**src/rtl/fetch_unit.sv**
```systemverilog
`default_nettype none
// fetch_unit: word fetch over req/gnt/rvalid into a small FIFO, realigned into
// 16/32-bit instructions at halfword PCs and handed to decode via valid/ready.
module fetch_unit #(
    parameter int RISCV_ADDR_WIDTH = 32,
    parameter int RISCV_WORD_WIDTH = 32,
    parameter logic [RISCV_ADDR_WIDTH-1:0] RESET_ADDR = '0,
    parameter int FIFO_DEPTH = 2
) (
    input  logic                        clk,
    input  logic                        rst_n,
    output logic                        instr_req_o,
    output logic [RISCV_ADDR_WIDTH-1:0] instr_mem_addr_o,
    input  logic                        instr_gnt_i,
    input  logic                        instr_rvalid_i,
    input  logic [RISCV_WORD_WIDTH-1:0] instr_rdata_i,
    output logic [RISCV_WORD_WIDTH-1:0] instr_o,
    output logic [RISCV_ADDR_WIDTH-1:0] instr_addr_o,
    output logic                        instr_valid_o,
    input  logic                        instr_ready_i,
    input  logic                        jump_i,
    input  logic [RISCV_ADDR_WIDTH-1:0] jump_target_i
);

    localparam int HALF  = RISCV_WORD_WIDTH / 2;
    localparam int PTR_W = (FIFO_DEPTH > 1) ? $clog2(FIFO_DEPTH) : 1;
    localparam int CNT_W = $clog2(FIFO_DEPTH + 1);
    localparam logic [PTR_W-1:0] LAST_PTR = PTR_W'(FIFO_DEPTH - 1);
    localparam logic [CNT_W-1:0] FULL_CNT = CNT_W'(FIFO_DEPTH);
    localparam logic [RISCV_ADDR_WIDTH-1:0] HALF_MASK = {{(RISCV_ADDR_WIDTH-1){1'b1}}, 1'b0};
    localparam logic [RISCV_ADDR_WIDTH-1:0] WORD_MASK = {{(RISCV_ADDR_WIDTH-2){1'b1}}, 2'b00};
    localparam logic [RISCV_ADDR_WIDTH-1:0] RESET_FA  = RESET_ADDR & WORD_MASK;

    logic [RISCV_ADDR_WIDTH-1:0] fa;
    logic [RISCV_ADDR_WIDTH-1:0] pc;
    logic [RISCV_WORD_WIDTH-1:0] buf_mem [FIFO_DEPTH];
    logic [PTR_W-1:0]            rd_ptr;
    logic [PTR_W-1:0]            wr_ptr;
    logic [CNT_W-1:0]            count;
    logic                        outstanding;
    logic                        discard;

    logic [RISCV_WORD_WIDTH-1:0] head;
    logic [HALF-1:0]             next_lo;
    logic                        valid;
    logic [RISCV_WORD_WIDTH-1:0] instr;
    logic                        pop;
    logic                        step4;
    logic                        consume;
    logic                        pop_en;
    logic                        req_fire;
    logic                        accept;
    logic                        push;

    function automatic logic [PTR_W-1:0] ptr_inc(input logic [PTR_W-1:0] p);
        return (p == LAST_PTR) ? '0 : p + 1'b1;
    endfunction

    assign head    = buf_mem[rd_ptr];
    assign next_lo = buf_mem[ptr_inc(rd_ptr)][HALF-1:0];

    // Realignment: PC[1] selects which half of the head word starts the instruction.
    always_comb begin
        valid = 1'b0;
        instr = '0;
        pop   = 1'b0;
        step4 = 1'b0;
        if (count != '0) begin
            if (!pc[1]) begin
                valid = 1'b1;
                if (head[1:0] != 2'b11) begin
                    instr = {{HALF{1'b0}}, head[HALF-1:0]};
                end else begin
                    instr = head;
                    pop   = 1'b1;
                    step4 = 1'b1;
                end
            end else if (head[HALF+1:HALF] != 2'b11) begin
                valid = 1'b1;
                instr = {{HALF{1'b0}}, head[RISCV_WORD_WIDTH-1:HALF]};
                pop   = 1'b1;
            end else if (count >= CNT_W'(2)) begin
                valid = 1'b1;
                instr = {next_lo, head[RISCV_WORD_WIDTH-1:HALF]};
                pop   = 1'b1;
                step4 = 1'b1;
            end
        end
    end

    assign instr_valid_o    = valid;
    assign instr_o          = instr;
    assign instr_addr_o     = pc;
    assign instr_mem_addr_o = fa;
    assign instr_req_o      = rst_n && !outstanding && (count < FULL_CNT) && !jump_i;

    assign consume  = valid && instr_ready_i && !jump_i;
    assign pop_en   = consume && pop;
    assign req_fire = instr_req_o && instr_gnt_i;
    assign accept   = instr_rvalid_i && outstanding;
    assign push     = accept && !discard && !jump_i;

    always_ff @(posedge clk or negedge rst_n) begin
        if (!rst_n) begin
            pc          <= RESET_ADDR;
            fa          <= RESET_FA;
            rd_ptr      <= '0;
            wr_ptr      <= '0;
            count       <= '0;
            outstanding <= 1'b0;
            discard     <= 1'b0;
        end else if (jump_i) begin
            pc     <= jump_target_i & HALF_MASK;
            fa     <= jump_target_i & WORD_MASK;
            rd_ptr <= '0;
            wr_ptr <= '0;
            count  <= '0;
            // A word still in flight belongs to the old stream and must be dropped.
            if (accept) begin
                outstanding <= 1'b0;
                discard     <= 1'b0;
            end else if (outstanding) begin
                discard <= 1'b1;
            end
        end else begin
            if (req_fire) begin
                outstanding <= 1'b1;
                fa          <= fa + RISCV_ADDR_WIDTH'(4);
            end
            if (accept) begin
                outstanding <= 1'b0;
                discard     <= 1'b0;
            end
            if (push) begin
                wr_ptr <= ptr_inc(wr_ptr);
            end
            if (pop_en) begin
                rd_ptr <= ptr_inc(rd_ptr);
            end
            unique case ({push, pop_en})
                2'b10:   count <= count + 1'b1;
                2'b01:   count <= count - 1'b1;
                default: ;
            endcase
            if (consume) begin
                pc <= pc + RISCV_ADDR_WIDTH'(step4 ? 4 : 2);
            end
        end
    end

    always_ff @(posedge clk) begin
        if (push) begin
            buf_mem[wr_ptr] <= instr_rdata_i;
        end
    end

endmodule
`default_nettype wire

```
**config.mk**
```make
export PLATFORM = sky130hd
export DESIGN_NAME = fetch_unit
export DESIGN_NICKNAME = d
export VERILOG_FILES = /design/src/rtl/fetch_unit.sv
export SDC_FILE = /design/constraint.sdc
export NUM_CORES = 1
export LEC_CHECK = 0
export CAP_MARGIN = 10
export CORE_MARGIN = 4
export CORE_UTILIZATION = 35
export CTS_BUF_LIST = sky130_fd_sc_hd__clkbuf_2
export DETAILED_ROUTE_END_ITERATION = 10
export PLACE_DENSITY = 0.57
export SKIP_CTS_REPAIR_TIMING = 1
export SYNTH_ARGS = -nofsm -noshare
export SYNTH_HDL_FRONTEND = slang
export SYNTH_SLANG_ARGS = --single-unit
```
**constraint.sdc**
```tcl
create_clock -name clk -period 9.95 [get_ports clk]
set_input_delay 1.99 -clock clk [delete_from_list [all_inputs] [get_ports clk]]
set_output_delay 1.99 -clock clk [all_outputs]
set_load 0.05 [all_outputs]
```
Word-level counts from Yosys, hierarchy flattened
Memory sizes are Yosys's and may differ from the RTL's.
Index checks and enable logic that the tools add are counted.
Widths: inputs -> output; s select.
{"block": "word_totals", "register_bits": 70, "latchBits": 0, "ram_bits": 64, "mem_bits_ro": 0, "in_bits": 70, "wordCells": 82, "mem_count": 1}
{"block": "classes", "add_sub_neg": 6, "multipliers": 0, "div_mod_pow": 0, "n_lt_le_gt_ge": 2, "eq_ne": 5, "shifts": 0, "mux": 37, "bitwise_logic": 0, "reduce_logical": 24}
{"name": "buf_mem", "depth": 2, "word_bits": 32, "read_ports": 2, "rd_clocked_by_memory_dff": 0, "wr": 1, "line": "36", "source": "logic [RISCV_WORD_WIDTH-1:0] buf_mem [FIFO_DEPTH];"}
{"cell": "$mux 32", "count": 9}
{"cell": "$add 32x3->32", "count": 1}
{"cell": "$add 32x3->32 const B", "count": 1}
{"cell": "$mux 1", "count": 25}
{"cell": "$reduce_bool 2->1", "count": 8}
{"cell": "$logic_and 1x1->1", "count": 10}
{"cell": "$ne 2x2->1 const B", "count": 2}
{"cell": "$pmux 2 s2", "count": 1}
{"cell": "$reduce_and 2->1", "count": 2}
{"cell": "$logic_not 1->1", "count": 3}
{"cell": "$mux 3", "count": 1}
{"cell": "$reduce_bool 3->1", "count": 1}
{"cell": "$add 1x1->1 const B", "count": 2}
{"cell": "$add 2x1->2 const B", "count": 1}
{"cell": "$eq 2x1->1 const B", "count": 1}
{"cell": "$eq 2x2->1 const B", "count": 1}
{"cell": "$ge 2x2->1 const B", "count": 1}
{"cell": "$lt 2x2->1 const B", "count": 1}
{"cell": "$mux 2", "count": 1}
{"cell": "$ne 2x1->1 const B", "count": 1}
{"cell": "$sub 2x1->2 const B", "count": 1}

Logic depth before layout (Yosys ltp)
{"block": "depth", "word_depth": 11, "mapped_depth": 14, "depth_no_buf": 11}

Worst setup path before layout
Ideal clock, no wire load.
{"block": "synth_timing", "path_type": "input port to flip-flop", "from": "input port jump_i", "to": "memory buf_mem[0][0] (enable)", "arrival_ps": 4804, "path_slack_ps": 4684, "path_stages": 4, "path_buffers": 3, "cell_sequence": "buf_2 buf_1 buf_1 nor3_1"}
{"block": "synth_via", "elab_chain_cells": 4}
{"element": "from (decl)", "line": "21", "source": "input logic jump_i,"}
{"element": "$logic_not 1->1", "line": "101", "source": "assign push = accept && !discard && !jump_i;"}
{"element": "$logic_and 1x1->1", "line": "101"}
{"element": "$mux 1", "line": "152", "source": "if (push) begin"}
{"element": "$mux 1 (not written as such)", "line": "153", "source": "buf_mem[wr_ptr] <= instr_rdata_i;"}
{"element": "to (decl)", "line": "36"}
No other way between the ends.

Final worst setup path
{"block": "layout_timing", "from": "register rd_ptr", "to": "output port instr_o[5]"}
{"block": "layout_via", "elab_chain_cells": 5, "word_cells_on_any_way": 7}
{"element": "from (decl)", "line": "37", "source": "logic [PTR_W-1:0] rd_ptr;"}
{"element": "from (signal assigned)", "line": "138", "source": "rd_ptr <= ptr_inc(rd_ptr);"}
{"element": "$mem_v2 2x32 *"}
{"element": "$ne 2x2->1 or $mux 32 (tied branches)", "line": "78, 82"}
{"element": "$mux 32", "line": "78", "source": "end else if (head[HALF+1:HALF] != 2'b11) begin"}
{"element": "$mux 32 *", "line": "69", "source": "if (!pc[1]) begin"}
{"element": "$mux 32 *", "line": "68", "source": "if (count != '0) begin"}
{"element": "to (decl)", "line": "17", "source": "output logic [RISCV_WORD_WIDTH-1:0] instr_o,"}
Every way passes the cells marked *; elsewhere a longest branch is shown, timed or not.

==> results.ini <==
[run_status]
status=finished, final reports clean

[synthesis]
synth.area.mux_share_pct=6.16
async_reset_ff_share_pct=51.1
synth_flop_cell=dfrtp_1
synth_fa_ha_area_share_pct=0.826
ys_seq_area_share_pct=51.7
synth_cell_types=64
synth-compound-area-share_pct=15.6
synthSimpleGateAreaFrac_pct=18.2
synth_warnings=0
synth_edf_count=64
syn_area_mm2=0.00697
synth_seq_cells=131
synth_top_family_by_area=simple AND/OR/NAND/NOR gates
netlist_instances=646
syn_area_per_cell_um2=10.8
yosys.area_share.xor_xnor_pct=3.39

[sta]
slew_headroom_pct=19.9
setup_ws_ns=3.84
min_period_over_period_pct=61.4
skew_ns=0.0471
hold_ws_ns=0.557
tightest_slew_ns=1.20
final_max_slew_viol_count=0
timing.final.crit_period_ns=6.11
rsz0062_at_grt=false
hold_viol=0
finalSetupTns_ns=0
max_freq_mhz=164
finalSetupViolCount=0

[clocking]
cts_buffers=17
cts_max_level=4
clk_pin_slew_ns=0.21
clk_path_buf_depth=2
clk_latency_ns=0.70
cts_tree=yes
cts_sinks=131
cts_root_buffer=clkbuf_2

[setup_path]
endpoint_kind=primary output
path_max_fanout=68
r2r_slack_ns=5.78
cp.arrival_ns=4.12
required_ns=7.96
crit_type=register to primary output
startpoint_type=register

[die]
die_w_um=149
design.core.area_mm2=0.0195
rows=51
die_y_um=149
io_pins=168
die-area_mm2=0.0222
start_util_pct=35.7

[cells_and_area]
multiInputGateArea_mm2=0.00310
drive_gt1_share_pct=8.29
seq_area_mm2=0.00360
fillers=1812
area_delta_synth_final_pct=30.4
nets=869

[global_routing]
grt_pass1_wl_um=33200
grt_overflow=0
track_usage_pct=19.0
grt_antenna_before_repair=1
grt_max_degree=69
grt_pass1_vias=5933

[route]
route.top_layer_used=met4
ant_nets=0
dr_wl_met3_um=1420
viasPerCell=5.52
post-route-drc-count=0
wl_um=21300
drt_iter0_drc=417
wl_per_cell_um=19.9
vias=5933
first_pass_iters=8
wl_met2_um=10400
met1_length_um=9030

[place]
dpl.hpwl_um=15100
place_congestion=0.848
dp_slack_ns=4.16
portBuffers=163

[power_and_ir_drop]
intPower_mw=0.886
p_leak_nw=3.16
power_switching_share_pct=34.8
vdd_drop_max_v=0.0000818
pwr-share-seq_pct=47.2
power_density_mw_per_mm2=150
switchingPower_mw=0.473
p_comb_share_pct=24.5
pwr-share-clk_pct=28.3

[run]
maxCapViolations=0

[hold_path]
min_path_type=register to register

[cell usage in the layout (no fill, tap or decap), types with 3 or more instances in the layout]
cell | synthesis | layout
o311ai_0 | 3 | 3
buf_4 | 7 | 9
a21o_1 | 3 | 3
or4_1 | 5 | 5
a21oi_1 | 12 | 12
and3_1 | 12 | 12
inv_1 | 16 | 16
edfxtp_1 | 64 | 64
a41oi_1 | 4 | 4
a211oi_1 | 30 | 30
o21ai_0 | 22 | 22
clkdlybuf4s50_1 | 0 | 161
o22a_1 | 16 | 16
nand3_1 | 31 | 31
ha_1 | 3 | 3
bufinv_16 | 0 | 4
conb_1 | 1 | 3
nor4_1 | 3 | 3
xnor2_1 | 17 | 17
mux2_2 | 7 | 7
nor2b_1 | 17 | 17
clkbuf_2 | 0 | 18
clkinv_4 | 0 | 5
nand4_1 | 22 | 22
o21ai_1 | 10 | 10
or3_1 | 6 | 6
mux2i_1 | 35 | 35
nand2_1 | 63 | 63
nor2_1 | 37 | 37
a31oi_1 | 7 | 6
nor3_1 | 6 | 5
dfrtp_1 | 67 | 66
o211ai_1 | 14 | 14
nand4_2 | 3 | 3
o311ai_1 | 16 | 16
xor2_1 | 10 | 10
and2_1 | 6 | 6
[through the flow]
step	instance area, um2	std cells	util, %	power, mW
floorplan	6970	648	-	0.848
global placement	8780	1039	44.9	0.980
detailed placement	8780	1039	44.9	0.986
CTS	9070	1071	46.4	1.37
global route	9080	1074	46.5	1.41
finish	9080	1074	46.5	1.36
[power groups by stage]
stage	registers, mW	logic [mW]	clock network (mW)
2_1_floorplan	0.728	0.121	0
3_3_place_gp	0.650	0.330	0
3_5_place_dp	0.651	0.334	0
4_1_cts	0.640	0.335	0.396
5_1_grt	0.647	0.353	0.415
6_report	0.641	0.333	0.384
[cells in the mapped netlist, drive strengths merged (10+ instances only)]
library cell | instances | share of area (%)
dfrtp | 67 | 24
edfxtp | 64 | 28
nand2 | 63 | 3.4
nor2 | 37 | 2.0
mux2i | 35 | 5.0
nand3 | 34 | 2.8
o21ai | 32 | 2.3
a211oi | 30 | 3.2
nand4 | 27 | 3.1
buf | 25 | 2.1
clkbuf | 20 | 1.1
o311ai | 19 | 2.4
nor2b | 17 | 1.5
xnor2 | 17 | 2.1
inv | 16 | 0.86
o22a | 16 | 2.0
o211ai | 14 | 1.5
a21oi | 13 | 0.99
and3 | 12 | 1.1
xor2 | 10 | 1.3
[worst paths after layout]
path,start,to,cells after the start
min,outstanding$_DFFE_PN0P_,discard$_DFFE_PN0P_,1
min reg2reg,outstanding$_DFFE_PN0P_,discard$_DFFE_PN0P_,1
min in group asynchronous,rst_n,instr_mem_addr_o[30]$_DFFE_PN0N_,2
max,rd_ptr$_DFFE_PN0P_,instr_o[5],5
max in group asynchronous,rst_n,instr_addr_o[22]$_DFFE_PN0N_,3
max reg2reg,rd_ptr$_DFFE_PN0P_,instr_addr_o[9]$_DFFE_PN0N_,11
[cell families (layout without fill, tap and decap cells)]
| logic type | after synthesis | in the layout |
|---|---|---|
| compound gates | 151 | 151 |
| xor+xnor | 27 | 27 |
| fa+ha+maj | 4 | 4 |
| buf+inv | 61 | 221 |
| flops | 131 | 131 |
| mux | 42 | 42 |
| other cells | 1 | 4 |
| simple gates | 229 | 229 |
[flip-flops by register name, indices dropped and copies added, names as in the netlist]
register and flops:
buf_mem 64, instr_addr_o 31, instr_mem_addr_o 30, count 2, discard 1, outstanding 1, rd_ptr 1, wr_ptr 1
[worst max-delay path: stages, from the launching register on]
cell and delay [ns]:
dfrtp_2 0.39, buf_4 0.66, nand4_1 0.41, a31oi_2 0.99, a211oi_1 0.17, clkdlybuf4s50_1 0.77
[cell type report]
type	instances	share of cell area (%)
multi-input cells	456	34.2
clock inverters	15	2.26
inverters	16	0.661
repair buffers	173	18.7
well taps	265	3.65
diodes	1	0.0276
clock buffers	17	0.937
flip-flops and latches	131	39.6
[layer usage]
layer	vias up	track usage, %
met5	-	0
met4	0	5.95
met3	32	5.29
met2	239	31.4
met1	2894	24.4
li1	2768	-
No activity file was read; power rests on OpenSTA's default activity.
